--- config.mk ---
export PLATFORM = sky130hd
export DESIGN_NAME = pwm_audio_out
export DESIGN_NICKNAME = d
export VERILOG_FILES = /design/src/rtl/synth_pkg.sv /design/src/rtl/step_prescaler.sv /design/src/rtl/pwm_audio_out.sv
export SDC_FILE = /design/constraint.sdc
export NUM_CORES = 1
export LEC_CHECK = 0
export ABC_AREA = 0
export BUFFER_PORTS_ARGS = -buffer_cell sky130_fd_sc_hd__buf_2
export CORE_ASPECT_RATIO = 0.75
export CORE_MARGIN = 3
export CORE_UTILIZATION = 48
export DETAILED_ROUTE_END_ITERATION = 12
export GPL_ROUTABILITY_DRIVEN = 0
export GPL_TIMING_DRIVEN = 1
export HOLD_SLACK_MARGIN = 0.15
export PLACE_DENSITY = 0.78
export SYNTH_ARGS = -nofsm -noshare
export SYNTH_HDL_FRONTEND = slang
export SYNTH_SLANG_ARGS = --single-unit
--- constraint.sdc ---
create_clock -name clk -period 1.7 [get_ports clk]
set_clock_uncertainty 0.2 [all_clocks]
set_input_delay 0.085 -clock clk [delete_from_list [all_inputs] [get_ports clk]]
set_output_delay 0.085 -clock clk [all_outputs]
set_load 0.02 [all_outputs]
--- src/rtl/synth_pkg.sv ---
// Shared synthesizer definitions: mixer output width and PWM output-stage states.
package synth_pkg;
    localparam int SAMPLE_W = 12;
    typedef enum logic [1:0] {OFF, ARM, RUN} pwm_state_t;
endpackage

--- src/rtl/step_prescaler.sv ---
// Free-running clock divider: step pulses once every PRESCALE clocks.
module step_prescaler #(
    parameter int PRESCALE = 1
) (
    input  logic clk,
    input  logic n_rst,
    output logic step
);
    localparam int CW = (PRESCALE > 1) ? $clog2(PRESCALE) : 1;
    localparam logic [CW-1:0] LAST = CW'(PRESCALE - 1);

    logic [CW-1:0] pre_cnt;

    always_ff @(posedge clk or negedge n_rst) begin
        if (!n_rst)
            pre_cnt <= '0;
        else if (pre_cnt == LAST)
            pre_cnt <= '0;
        else
            pre_cnt <= pre_cnt + 1'b1;
    end

    assign step = (pre_cnt == LAST);
endmodule

--- src/rtl/pwm_audio_out.sv ---
// PWM audio output stage: latches one mixer sample per PWM period and drives the
// RC-filtered speaker pin; enable changes only take effect on period boundaries.
//
//   state | meaning
//   OFF   | pin held low, waiting for en
//   ARM   | en seen, waiting for the next period boundary to latch a sample
//   RUN   | pin modulated by duty, new sample latched every period end
module pwm_audio_out
    import synth_pkg::*;
#(
    parameter int SAMPLE_W = synth_pkg::SAMPLE_W,
    parameter int PRESCALE = 1
) (
    input  logic                clk,
    input  logic                n_rst,
    input  logic                en,
    input  logic [SAMPLE_W-1:0] mixed_sample,
    output logic                pwm_out,
    output logic                sample_tick,
    output logic                active,
    output logic [SAMPLE_W-1:0] duty
);
    pwm_state_t          state;
    pwm_state_t          state_nxt;
    logic                step;
    logic                period_end;
    logic                latch;
    logic [SAMPLE_W-1:0] pwm_cnt;

    step_prescaler #(.PRESCALE(PRESCALE)) u_prescaler (
        .clk   (clk),
        .n_rst (n_rst),
        .step  (step)
    );

    always_ff @(posedge clk or negedge n_rst) begin
        if (!n_rst)
            pwm_cnt <= '0;
        else if (step)
            pwm_cnt <= pwm_cnt + 1'b1;
    end

    assign period_end = step && (&pwm_cnt);

    // In RUN, en is only looked at on period_end so a period never gets cut short.
    always_comb begin
        state_nxt = state;
        latch     = 1'b0;
        case (state)
            OFF: if (en) state_nxt = ARM;
            ARM: begin
                if (!en) begin
                    state_nxt = OFF;
                end else if (period_end) begin
                    latch     = 1'b1;
                    state_nxt = RUN;
                end
            end
            RUN: begin
                if (period_end) begin
                    if (en) latch = 1'b1;
                    else    state_nxt = OFF;
                end
            end
            default: state_nxt = OFF;
        endcase
    end

    always_ff @(posedge clk or negedge n_rst) begin
        if (!n_rst) begin
            state       <= OFF;
            duty        <= '0;
            pwm_out     <= 1'b0;
            sample_tick <= 1'b0;
            active      <= 1'b0;
        end else begin
            state       <= state_nxt;
            if (latch) duty <= mixed_sample;
            pwm_out     <= (state == RUN) && (pwm_cnt < duty);
            sample_tick <= latch;
            active      <= (state_nxt == RUN);
        end
    end
endmodule

=== After elaboration in Yosys (flattened, before gate mapping) ===
Index checks and enable logic that the tools add are counted.

* Output and inout bits: 15
* Bits in registers: 30
* Input bits: 15
* Word-level logic and storage cells: 30

* Equal/unequal tests: 3
* Multiplexer cells: 12
* Reductions and logical operators: 4
* Add/sub/neg operators: 2
* Bitwise gates (word level): 1
* Order comparisons: 1

{| class="wikitable"
|+ Operators by type and width
! kind !! count
|-
| adder 12 x 1 -> 12 bit, second input constant || 1
|-
| < comparator 12 bit || 1
|-
| AND reduction 12 bit || 1
|-
| two-way mux 2 bit || 5
|-
| case mux 2 bit (3 select lines) || 1
|-
| two-way mux 1 bit || 5
|-
| equality test 2 bit, second input constant || 2
|-
| equality test 2 x 1 -> 1 bit, second input constant || 1
|-
| logical AND 1 bit || 2
|-
| logical NOT 2 bit || 1
|-
| case mux 1 bit (2 select lines) || 1
|-
| adder 1 bit, second input constant || 1
|-
| NOT 1 bit || 1
|}

=== Longest topological paths before layout ===
* Depth in word-level cells: 6
* Gate-level depth with buffers: 8
* Mapped depth without buffers: 7

=== By module ===
A second synthesis with hierarchy kept.

* Cells, all modules: 136
* Area, all modules: 1594.0 um^2

{| class="wikitable"
|+ Modules (own cells, without submodules)
! module !! seq. area each (um^2) !! area an instance (um^2) !! instances !! cells each
|-
| pwm_audio_out || 725.7 || 1582.8 || 1 || 134
|-
| step_prescaler || 0.0 || 11.3 || 1 || 2
|}

=== Worst setup path after synthesis ===
OpenSTA, ideal clock, no wires.

* Path kind: reg2reg
* From: register pwm_cnt[0]
* To: register duty[0]
* Arrival time: 1.549 ns
* Buffers on the path: 1
* Stages on the path, launching flop included: 7
* Required time: 1.375 ns
* Period minus slack after synthesis: 1.874 ns
* Library setup time: 0.125 ns
* Path slack: -0.174 ns
* Cell sequence: dfrtp_1 -> ha_1 -> and4_4 -> and3_1 -> and3_2 -> buf_4 -> mux2_2

* Word-level cells in the longest chain between the ends: 5
* Elaborated cells on any way between the ends: 6
* Those cells by class: mux (4); reduce/logical (2)

{| class="wikitable"
|+ Ends and longest elaborated chain
! element !! line !! text
|-
| from (decl) || pwm_audio_out.sv:28 || <nowiki>logic [SAMPLE_W-1:0] pwm_cnt;</nowiki>
|-
| from (signal assigned) || pwm_audio_out.sv:40 || <nowiki>pwm_cnt <= pwm_cnt + 1'b1;</nowiki>
|-
| AND reduction 12 bit * || pwm_audio_out.sv:43 || <nowiki>assign period_end = step && (&pwm_cnt);</nowiki>
|-
| logical AND 1 bit * || pwm_audio_out.sv:43 ||
|-
| two-way mux 1 bit || pwm_audio_out.sv:54 || <nowiki>end else if (period_end) begin</nowiki>
|-
| two-way mux 1 bit || pwm_audio_out.sv:52 || <nowiki>if (!en) begin</nowiki>
|-
| case mux 1 bit (2 select lines) * || pwm_audio_out.sv:49 || <nowiki>case (state)</nowiki>
|-
| to (signal assigned) || pwm_audio_out.sv:78 || <nowiki>if (latch) duty <= mixed_sample;</nowiki>
|-
| to (decl) || pwm_audio_out.sv:21 || <nowiki>output logic [SAMPLE_W-1:0] duty</nowiki>
|}

Every way passes the cells marked *; elsewhere a longest branch is shown, timed or not.
A chain may end at the register's enable or synchronous reset.

=== Worst setup path in the final report ===
* From: register pwm_cnt[1]
* To: register duty[0]

Same word-level chain as after synthesis.

==> results.md <==
- First-pass GRT wire length: 6.03 mm
- Count of final setup violators: 14
- Cells after Synth: 140
- Die X: 70.0 um
- Drt pass-1 iters: 4
- Worst IR drop on VDD: 0.691 mV
- Failing checks: negative setup slack
- Share of cells above drive strength 1: 34.3%
- Vias per inst: 5.23
- # diodes: 0
- Vias: 1239
- Dpl hpwl: 2.49 mm
- Fin crit share: 106%
- Pwr per Cell Area: 696 nW/um^2
- Clk_lat worst skew: 280 ps
- Max Slew Vio Count: 0
- Ys Warns: 0
- Seq/Total Area, Yosys: 49.2%
- Hold Path Class: input pin to async pin
- Static leakage: 1.05 nW
- Fmax: 0.554 GHz
- Outcome: finished with violations
- Total power: 1.44 mW
- Ys flop type: dfrtp_1
- H-tree depth: 2
- GRT Util Overall: 21.5%
- Flops & latches, synth: 29
- Initial Utilization: 53.4%
- CTS max path bufs: 2
- Port Buffers: 29
- Final WS setup: -106 ps
- Vias in the first global route: 1313
- Initial antenna violation count: 0
- Number of distinct library cells after synthesis: 29
- Critical path capture point type: flop
- CTS Buf Count: 5
- CP startpoint kind: flop
- Overflow after GRT: 0
- RSZ-0062 raised after global routing: yes
- Setup WS pre-CTS: -49.2 ps
- Area delta synth->final: 40.7%
- Min Tclk post-route: 1810 ps
- Final setup TNS: -544 ps
- Reg clk slew, reported paths: 60 ps
- Slew HR: 56.2%
- # clock sinks: 29
- Mean Syn Cell Area: 10.5 um^2
- Arrival @ worst endpoint: 1770 ps
- Reg2Reg Setup Slack: -110 ps
- Core Rows: 16
- Core Region: 2760 um^2
- Post-route DRC: 0
- Critical path class: flop to flop
- Slew @ Worst Pin: 657 ps
- Fill cell count: 180
- Final WL: 3.75 mm
- Final nets: 232
- ANT nets after route: 0
- Die Height: 54.0 um
- Worst Path Required: 1670 ps
- Die area: 3780 um^2
- CTS tree: yes
- Final-report hold violation count: 0
- Post-synth ARST share: 100%
- Critical path peak fanout: 3
- WL/cell: 15.8 um
- EDFF count, synth: 0
- CTS Root Buffer Type: clkbuf_8
- DRT iter0 DRCs: 72
- Syn nets: 171
- Max-Cap Viols: 0
- Syn Std Cell Area: 1470 um^2
- Num ports: 30
- Largest net degree at the start of global routing: 30
==> metal layers <==
metal / global-route usage, % / vias up / share of wire, %
li1: - / 596 / -
met1: 24.0 / 598 / 43
met2: 38.1 / 36 / 50
met3: 7.28 / 9 / 5.1
met4: 10.2 / 0 / 2.3
met5: 0 / - / 0
==> cells by family after synthesis <==
logic type      Yosys count  synth area share [%]
mux                       2                  1.44
fa+ha+maj                16                  13.6
simple gates             41                  14.3
flops                    29                  49.2
compound gates           25                  9.85
buf+inv                  17                  5.60
xor+xnor                 10                  5.94
==> flip-flops by register name, summed over array words and instances (netlist names) <==
| name | cells |
|---|---|
| pwm_out | 1 |
| active | 1 |
| pwm_cnt | 12 |
| state | 2 |
| duty | 12 |
| sample_tick | 1 |
==> placed cells by master, fill, tap and decap left out, types with 2 or more instances in the layout <==
cell            n
a21oi_1         3
a21oi_2         2
and3_1          2
and3_4          3
buf_2          29
buf_4          12
clkbuf_8        6
dfrtp_1        29
dlygate4sd3_1  14
ha_1           13
ha_4            2
inv_1          13
nand2_1        14
nand2_2         2
nand2b_1        2
nand3_1         6
nand4_1         2
nor2_1          3
nor2b_1         2
o21ai_1        12
o21ai_2         2
xnor2_1         6
xor2_1          4
==> cell usage after synthesis, types with 3 or more instances <==
master / count / area share [%]
dfrtp_1: 29 / 49
ha_1: 16 / 14
nand2_1: 16 / 4.1
inv_1: 14 / 3.6
o21ai_0: 12 / 4.1
nand3_1: 6 / 2.0
xnor2_1: 6 / 3.6
a21oi_1: 5 / 1.7
and3_1: 4 / 1.7
xor2_1: 4 / 2.4
nor2_1: 3 / 0.76
nor2b_1: 3 / 1.3
o21ai_1: 3 / 1.0
==> repair_timing <==
item                                   in CTS  in global routing
setup endpoints to repair                  12                 17
hold buffers                               14                  0
gates resized for setup                     6                 10
pin swaps                                   1                  4
cloned                                      0                  1
setup buffers                               1                  1
endpoints found under the hold margin      45                  0
==> area by class of cell <==
type / instances / area (um^2) / share of cell area (%)
flip-flops and latches: 29 / 726 / 35.0
repair buffers: 57 / 420 / 20.3
multi-input cells: 94 / 744 / 35.9
well taps: 36 / 45.0 / 2.17
clock buffers: 7 / 86.3 / 4.16
inverters: 14 / 52.6 / 2.53
==> final timing paths <==
| kind | start | to | cells after the start |
|---|---|---|---|
| min reg2reg | pwm_cnt[11] | pwm_cnt[11] | 1 |
| min | n_rst | duty[4] | 2 |
| max in group asynchronous | n_rst | duty[7] | 2 |
| min in group clk | pwm_cnt[11] | pwm_cnt[11] | 1 |
| max | pwm_cnt[1] | duty[0] | 5 |
| max reg2reg | pwm_cnt[1] | duty[0] | 5 |
==> report_power, final <==
part / total, mW / switching (mW) / internal (mW)
Combinational: 0.157 / 0.0831 / 0.0739
Clock: 0.571 / 0.251 / 0.320
Sequential: 0.715 / 0.0120 / 0.703
==> critical path: stages (launching register included) <==
cell	delay, ps
dfrtp_1	350
ha_2	180
and4_4	210
and3_4	190
and3_4	240
mux2_4	310
==> through the flow <==
step	area [um^2]	hold slack, ps	instances	util (%)
after floorplan	1490	-411	140	-
after global placement	1740	-69.1	213	63.1
after detailed placement	1740	-53.9	213	63.1
after CTS	2000	184	235	72.5
after global routing	2070	233	237	75.1
final	2070	167	237	75.1
Note: power is estimated with default switching activity, not from simulation.
